--- src/rtl/core_cpu_pkg.sv ---
// rtl/core_cpu_pkg.sv - shared opcodes, instruction field positions and dispatch FSM encoding
package core_cpu_pkg;

    localparam logic [3:0] OP_AND  = 4'b1000;
    localparam logic [3:0] OP_OR   = 4'b1001;
    localparam logic [3:0] OP_NAND = 4'b1010;
    localparam logic [3:0] OP_NOR  = 4'b1011;
    localparam logic [3:0] OP_NOT  = 4'b1100;
    localparam logic [3:0] OP_XOR  = 4'b1101;

    localparam int OPC_HI = 15;
    localparam int OPC_LO = 12;
    localparam int RD_HI  = 11;
    localparam int RD_LO  = 8;
    localparam int RS1_HI = 7;
    localparam int RS1_LO = 4;
    localparam int RS2_HI = 3;
    localparam int RS2_LO = 0;

    typedef enum logic [1:0] {
        ST_IDLE  = 2'd0,
        ST_ISSUE = 2'd1,
        ST_WB    = 2'd2
    } state_t;

    function automatic logic is_legal_op(input logic [3:0] op);
        return (op >= OP_AND) && (op <= OP_XOR);
    endfunction

endpackage

--- src/rtl/alu_dispatch_regfile.sv ---
// rtl/alu_dispatch_regfile.sv - 16 x DW register file, one sync write port, three async read ports
// Ports: clk, rst (sync, active-high); i_we/i_waddr/i_wdata write port;
//        i_raddr0..2 -> o_rdata0..2 combinational reads.
// Build option: ALU_DISPATCH_R0_ZERO_EN hard-wires register 0 to zero.
module alu_dispatch_regfile #(
    parameter int DW = 16
) (
    input  logic          clk,
    input  logic          rst,
    input  logic          i_we,
    input  logic [3:0]    i_waddr,
    input  logic [DW-1:0] i_wdata,
    input  logic [3:0]    i_raddr0,
    input  logic [3:0]    i_raddr1,
    input  logic [3:0]    i_raddr2,
    output logic [DW-1:0] o_rdata0,
    output logic [DW-1:0] o_rdata1,
    output logic [DW-1:0] o_rdata2
);

    logic [DW-1:0] r_mem [16];
    logic          w_we;

`ifdef ALU_DISPATCH_R0_ZERO_EN
    // Writes to r0 are dropped; reads of r0 are forced to zero.
    assign w_we     = i_we && (i_waddr != 4'd0);
    assign o_rdata0 = (i_raddr0 == 4'd0) ? '0 : r_mem[i_raddr0];
    assign o_rdata1 = (i_raddr1 == 4'd0) ? '0 : r_mem[i_raddr1];
    assign o_rdata2 = (i_raddr2 == 4'd0) ? '0 : r_mem[i_raddr2];
`else
    assign w_we     = i_we;
    assign o_rdata0 = r_mem[i_raddr0];
    assign o_rdata1 = r_mem[i_raddr1];
    assign o_rdata2 = r_mem[i_raddr2];
`endif

    always_ff @(posedge clk) begin
        if (rst) begin
            for (int i = 0; i < 16; i++) begin
                r_mem[i] <= '0;
            end
        end else if (w_we) begin
            r_mem[i_waddr] <= i_wdata;
        end
    end

endmodule

--- src/rtl/alu_dispatch.sv ---
// rtl/alu_dispatch.sv - single-issue dispatcher: register file, operand fetch, ALU issue, writeback
// Ports: clk, rst (sync, active-high); in_valid/in_ready/in_instr instruction handshake;
//        ld_valid/ld_addr/ld_data register preload; alu_opcode/alu_a/alu_b to ALU, alu_out back;
//        wb_valid/wb_addr/wb_data writeback pulse; dbg_addr/dbg_data register peek;
//        err sticky illegal-opcode flag, err_clr clears it.
// Build option: ALU_DISPATCH_R0_ZERO_EN (register 0 reads as zero, writes discarded).
module alu_dispatch
    import core_cpu_pkg::*;
#(
    parameter int DW = 16
) (
    input  logic          clk,
    input  logic          rst,
    input  logic          in_valid,
    output logic          in_ready,
    input  logic [15:0]   in_instr,
    input  logic          ld_valid,
    input  logic [3:0]    ld_addr,
    input  logic [DW-1:0] ld_data,
    output logic [3:0]    alu_opcode,
    output logic [DW-1:0] alu_a,
    output logic [DW-1:0] alu_b,
    input  logic [DW-1:0] alu_out,
    output logic          wb_valid,
    output logic [3:0]    wb_addr,
    output logic [DW-1:0] wb_data,
    input  logic [3:0]    dbg_addr,
    output logic [DW-1:0] dbg_data,
    output logic          err,
    input  logic          err_clr
);

    state_t        r_state;
    state_t        w_state_nxt;
    logic [3:0]    r_op;
    logic [3:0]    r_rd;
    logic [DW-1:0] r_a;
    logic [DW-1:0] r_b;
    logic          r_err;

    logic [3:0]    w_opc;
    logic          w_legal;
    logic          w_accept;
    logic          w_ld_en;
    logic          w_wb_en;
    logic          w_rf_we;
    logic [3:0]    w_rf_waddr;
    logic [DW-1:0] w_rf_wdata;
    logic [DW-1:0] w_rs1_data;
    logic [DW-1:0] w_rs2_data;

    assign w_opc    = in_instr[OPC_HI:OPC_LO];
    assign w_legal  = is_legal_op(w_opc);
    assign w_accept = in_valid && in_ready;

    // Preload and writeback never coincide (IDLE vs WB), so a simple mux suffices.
    assign w_ld_en    = ld_valid && (r_state == ST_IDLE) && !rst;
    assign w_wb_en    = (r_state == ST_WB) && !rst;
    assign w_rf_we    = w_ld_en || w_wb_en;
    assign w_rf_waddr = w_wb_en ? r_rd : ld_addr;
    assign w_rf_wdata = w_wb_en ? alu_out : ld_data;

    alu_dispatch_regfile #(.DW(DW)) u_regfile (
        .clk      (clk),
        .rst      (rst),
        .i_we     (w_rf_we),
        .i_waddr  (w_rf_waddr),
        .i_wdata  (w_rf_wdata),
        .i_raddr0 (in_instr[RS1_HI:RS1_LO]),
        .i_raddr1 (in_instr[RS2_HI:RS2_LO]),
        .i_raddr2 (dbg_addr),
        .o_rdata0 (w_rs1_data),
        .o_rdata1 (w_rs2_data),
        .o_rdata2 (dbg_data)
    );

    // Outputs are gated by rst so an in-flight instruction never reaches the
    // ALU or writeback during the reset cycle.
    always_comb begin
        w_state_nxt = r_state;
        in_ready    = 1'b0;
        alu_opcode  = 4'b0000;
        alu_a       = '0;
        alu_b       = '0;
        wb_valid    = 1'b0;
        wb_addr     = 4'd0;
        wb_data     = '0;
        case (r_state)
            ST_IDLE: begin
                in_ready = !ld_valid && !rst;
                if (w_accept && w_legal) begin
                    w_state_nxt = ST_ISSUE;
                end
            end
            ST_ISSUE: begin
                if (!rst) begin
                    alu_opcode = r_op;
                    alu_a      = r_a;
                    alu_b      = r_b;
                end
                w_state_nxt = ST_WB;
            end
            ST_WB: begin
                if (!rst) begin
                    wb_valid = 1'b1;
                    wb_addr  = r_rd;
                    wb_data  = alu_out;
                end
                w_state_nxt = ST_IDLE;
            end
            default: begin
                w_state_nxt = ST_IDLE;
            end
        endcase
    end

    always_ff @(posedge clk) begin
        if (rst) begin
            r_state <= ST_IDLE;
            r_op    <= 4'd0;
            r_rd    <= 4'd0;
            r_a     <= '0;
            r_b     <= '0;
            r_err   <= 1'b0;
        end else begin
            r_state <= w_state_nxt;
            if (w_accept) begin
                r_op <= w_opc;
                r_rd <= in_instr[RD_HI:RD_LO];
                r_a  <= w_rs1_data;
                r_b  <= w_rs2_data;
            end
            // A new illegal opcode wins over a simultaneous clear.
            if (w_accept && !w_legal) begin
                r_err <= 1'b1;
            end else if (err_clr) begin
                r_err <= 1'b0;
            end
        end
    end

    assign err = r_err;

endmodule

--- config.mk ---
export PLATFORM = sky130hd
export DESIGN_NAME = alu_dispatch
export DESIGN_NICKNAME = d
export VERILOG_FILES = /design/src/rtl/core_cpu_pkg.sv /design/src/rtl/alu_dispatch_regfile.sv /design/src/rtl/alu_dispatch.sv
export SDC_FILE = /design/constraint.sdc
export NUM_CORES = 1
export LEC_CHECK = 0
export CAP_MARGIN = 0
export CORE_UTILIZATION = 36
export DETAILED_ROUTE_END_ITERATION = 6
export PLACE_DENSITY = 0.61
export SYNTH_ARGS = -nofsm -noshare
export SYNTH_HDL_FRONTEND = slang
export SYNTH_HIERARCHICAL = 1
export SYNTH_SLANG_ARGS = --single-unit
--- constraint.sdc ---
create_clock -name clk -period 8.86 [get_ports clk]
set_input_delay 1.772 -clock clk [delete_from_list [all_inputs] [get_ports clk]]
set_output_delay 1.772 -clock clk [all_outputs]
set_load 0.005 [all_outputs]
==> out/metrics.cfg <==
[routing]
detail_route.wirelength_um=55730
post-route-drc-count=0
first_iter_violations=1615
routed_wire_length_per_instance_um=27.98
met2WireLength_um=25140
detail_route.wirelength.met1_um=22930
maxUsedRoutingLayer=met5
dr.pass1.iters=7
remaining_antenna_violation_count=0
wl_met3_um=5993
routed-via-count=11990
avgViaCountPerCell=6.017

[hold_path]
hold_path_class=register to register
timing.hold.worst.start=r_a[12]$_SDFFE_PP0P_

[clock_tree]
worst_setup_hold_path_clk_slew_ns=0.06
worst_skew_pair.late_latency_ns=0.54
cts_buffer_depth=3
cts.sinks=299
cts_hold_buf=0
clock_tree.root_cell=sky130_fd_sc_hd__clkbuf_16
clock_tree.htree_level_count=2
tritoncts.num_buffers=34
cts_setup_buffers=0
cts_tree=yes
cts-resized-gates=0

[synth]
synth_sequential_area_ratio_pct=48.69
netlist_top_cells_area=sky130_fd_sc_hd__edfxtp_1, sky130_fd_sc_hd__mux4_2, sky130_fd_sc_hd__and2_1
number_of_enable_flip_flop_cells_after_synthesis=256
combinational_family_with_the_most_area_after_synthesis=multiplexers
ys_dominant_reg_cell=sky130_fd_sc_hd__edfxtp_1
synthMuxAreaShare_pct=25.91
compound_gate_portion_of_the_synthesized_area_pct=6.436
post-synth-top-count-cell=sky130_fd_sc_hd__and2_1
syn_avg_cell_area_um2=13.75
ys_warn_count=6
synth-simple-area-share_pct=15.69
synth_commonest_cells=sky130_fd_sc_hd__and2_1, sky130_fd_sc_hd__edfxtp_1, sky130_fd_sc_hd__mux4_2
ys_types=35
synth_adder_area_share_pct=0
synth-xor-area-share_pct=0
syn_area_um2=17560
synth-seq-cells=299
yosys.area.top_type=sky130_fd_sc_hd__edfxtp_1
area_share_of_the_largest_cell_type_after_synthesis_pct=43.79
post_synth_inst_count=1277
asyncSetResetFlopFracSynth_pct=0
synth.net_count=1338

[critical_path]
setup.worst_path.start_class=input pin
critical_path.endpoint_type=output port
critical_path.reg2reg.startpoint=r_state[1]$_SDFFE_PP0P_
critical_path_arrival_ns=4.40
setup.worst_path.start=dbg_addr[0]
critical_path_peak_fanout=36
timing.critical_path.required_ns=7.09
timing.setup.critical_path_class=input pin to output port

[power]
max-vdd-ir-drop_mv=0.1086
p_leak_nw=7.226
power.density_cell_area_nw_per_um2=168.3

[grt]
number_of_antenna_violations_at_the_first_check_in_global_routing=3
grt_first_pass_wirelength_um=80610
globalRoute.totalOverflow=0
grt_max_degree=66
grt_pass1_vias=11810
gr-usage-all-layers_pct=22.43

[cells_and_area]
nets=1412
final_cell_area_excluding_filler_cells_um2=20470
layout-drive-gt1-share_pct=24.22
area_growth_pct=16.62
fillerInstances=4326

[die]
ioPinCount=136
die_width_um=222.8
floorplan.initialDensity_pct=36.62
chipHeight_um=222.8
die-area_um2=49650
num_rows=80
floorplan.core_area_um2=47950

[timing]
layout_min_cycle_time_ns=6.171
worstMarginPinSlew_ns=1.196
relSlewSlack_pct=19.93
report.final.hold_viol_count=0
max_freq_ghz=0.1620
tcrit_tclk_final_pct=69.66
clock_tree_skew_after_final_layout_ns=0.02385
final.setup.tns_ns=0
finalSetupViolations=0
slew_viol_final=0
rsz0062_at_grt=no

[placement]
portBuffers=135
detailed_place.area_um2=19340
gpl.final_weighted_congestion=0.8435
dp_hpwl_um=34840

[status]
status=finished clean

[run]
cap_violations=0

state kept, by name, summed over array words and instances (netlist names):
name	count
u_regfile/r_mem	256
r_a	16
r_b	16
r_op	4
r_rd	4
r_state	2
err	1
path summary, 6_finish.rpt:
check | end | slack, ns | cells past startpoint
max | dbg_data[8] | 2.69 | 6
min | r_a[12]$_SDFFE_PP0P_ | 0.47 | 2
max reg2reg | u_regfile/r_mem[0][11]$_SDFFCE_PN0P_ | 5.02 | 6
min reg2reg | r_a[12]$_SDFFE_PP0P_ | 0.47 | 2
cell usage in the layout (no fill, tap or decap), types with 2 or more instances in the layout:
cell and n:
sky130_fd_sc_hd__nor2b_1 3, sky130_fd_sc_hd__and2_1 299, sky130_fd_sc_hd__nand3_1 40, sky130_fd_sc_hd__and2_2 16
sky130_fd_sc_hd__nand2_1 51, sky130_fd_sc_hd__mux2_1 14, sky130_fd_sc_hd__nor3_1 2, sky130_fd_sc_hd__clkinv_2 2
sky130_fd_sc_hd__buf_4 33, sky130_fd_sc_hd__clkinv_1 9, sky130_fd_sc_hd__a22oi_1 96, sky130_fd_sc_hd__buf_2 4
sky130_fd_sc_hd__dfxtp_1 43, sky130_fd_sc_hd__nor3_2 3, sky130_fd_sc_hd__clkbuf_16 37, sky130_fd_sc_hd__nor2_1 10
sky130_fd_sc_hd__diode_2 2, sky130_fd_sc_hd__clkbuf_1 6, sky130_fd_sc_hd__o21ai_0 40, sky130_fd_sc_hd__or2_2 16
sky130_fd_sc_hd__clkinv_4 2, sky130_fd_sc_hd__a21oi_1 40, sky130_fd_sc_hd__mux4_2 192, sky130_fd_sc_hd__bufinv_16 4
sky130_fd_sc_hd__nor2b_2 3, sky130_fd_sc_hd__clkdlybuf4s50_1 128, sky130_fd_sc_hd__nor2_2 5, sky130_fd_sc_hd__nand4bb_2 2
sky130_fd_sc_hd__mux2_2 6, sky130_fd_sc_hd__edfxtp_1 256, sky130_fd_sc_hd__nand2b_1 2
final cells by class:
| cell class | count | area [um2] | share of cell area [%] |
|---|---|---|---|
| Sequential cell | 299 | 8548 | 41.75 |
| Multi-Input combinational cell | 849 | 8461 | 41.32 |
| Timing Repair Buffer | 165 | 1549 | 7.566 |
| Clock buffer | 43 | 948.4 | 4.632 |
| Tap cell | 615 | 769.5 | 3.758 |
| Clock inverter | 17 | 180.2 | 0.8800 |
| Inverter | 2 | 12.51 | 0.06111 |
| Antenna cell | 2 | 5.005 | 0.02445 |
where the power goes:
part / switching (mW) / internal (mW)
clock: 0.574 / 0.872
sequential: 0.0272 / 1.57
combinational: 0.236 / 0.171
metal layers:
metal  GRT usage (%)  vias up
met2           33.87      660
met3           6.149      103
met5               0        -
li1                -     5101
met4           8.031        2
met1           30.95     6119
worst max-delay path, cell delays in order:
cell and delay (ns):
sky130_fd_sc_hd__buf_4 0.60, sky130_fd_sc_hd__buf_4 0.48, sky130_fd_sc_hd__mux4_2 0.55, sky130_fd_sc_hd__a22oi_1 0.26, sky130_fd_sc_hd__nand2_1 0.20, sky130_fd_sc_hd__clkdlybuf4s50_1 0.50
stage by stage:
stage | power (mW) | hold slack (ns) | setup WS [ns] | cells | util (%)
after global routing | 3.540 | 0.4950 | 2.472 | 1990 | 42.69
after detailed placement | 2.023 | 0.4631 | 2.638 | 1930 | 40.34
after global placement | 2.018 | 0.4550 | 2.636 | 1930 | 40.34
final | 3.445 | 0.4712 | 2.689 | 1992 | 42.70
after CTS | 3.461 | 0.4730 | 2.629 | 1990 | 42.69
after floorplan | 1.860 | 0.4489 | 4.023 | 1277 | -
cell families after synthesis:
logic type             Yosys count
buffers and inverters          129
AO/OA/AOI/OAI                  177
multiplexers                   212
flip-flops                     299
AND/OR/NAND/NOR                460
Power figures use the tool's default switching activity.
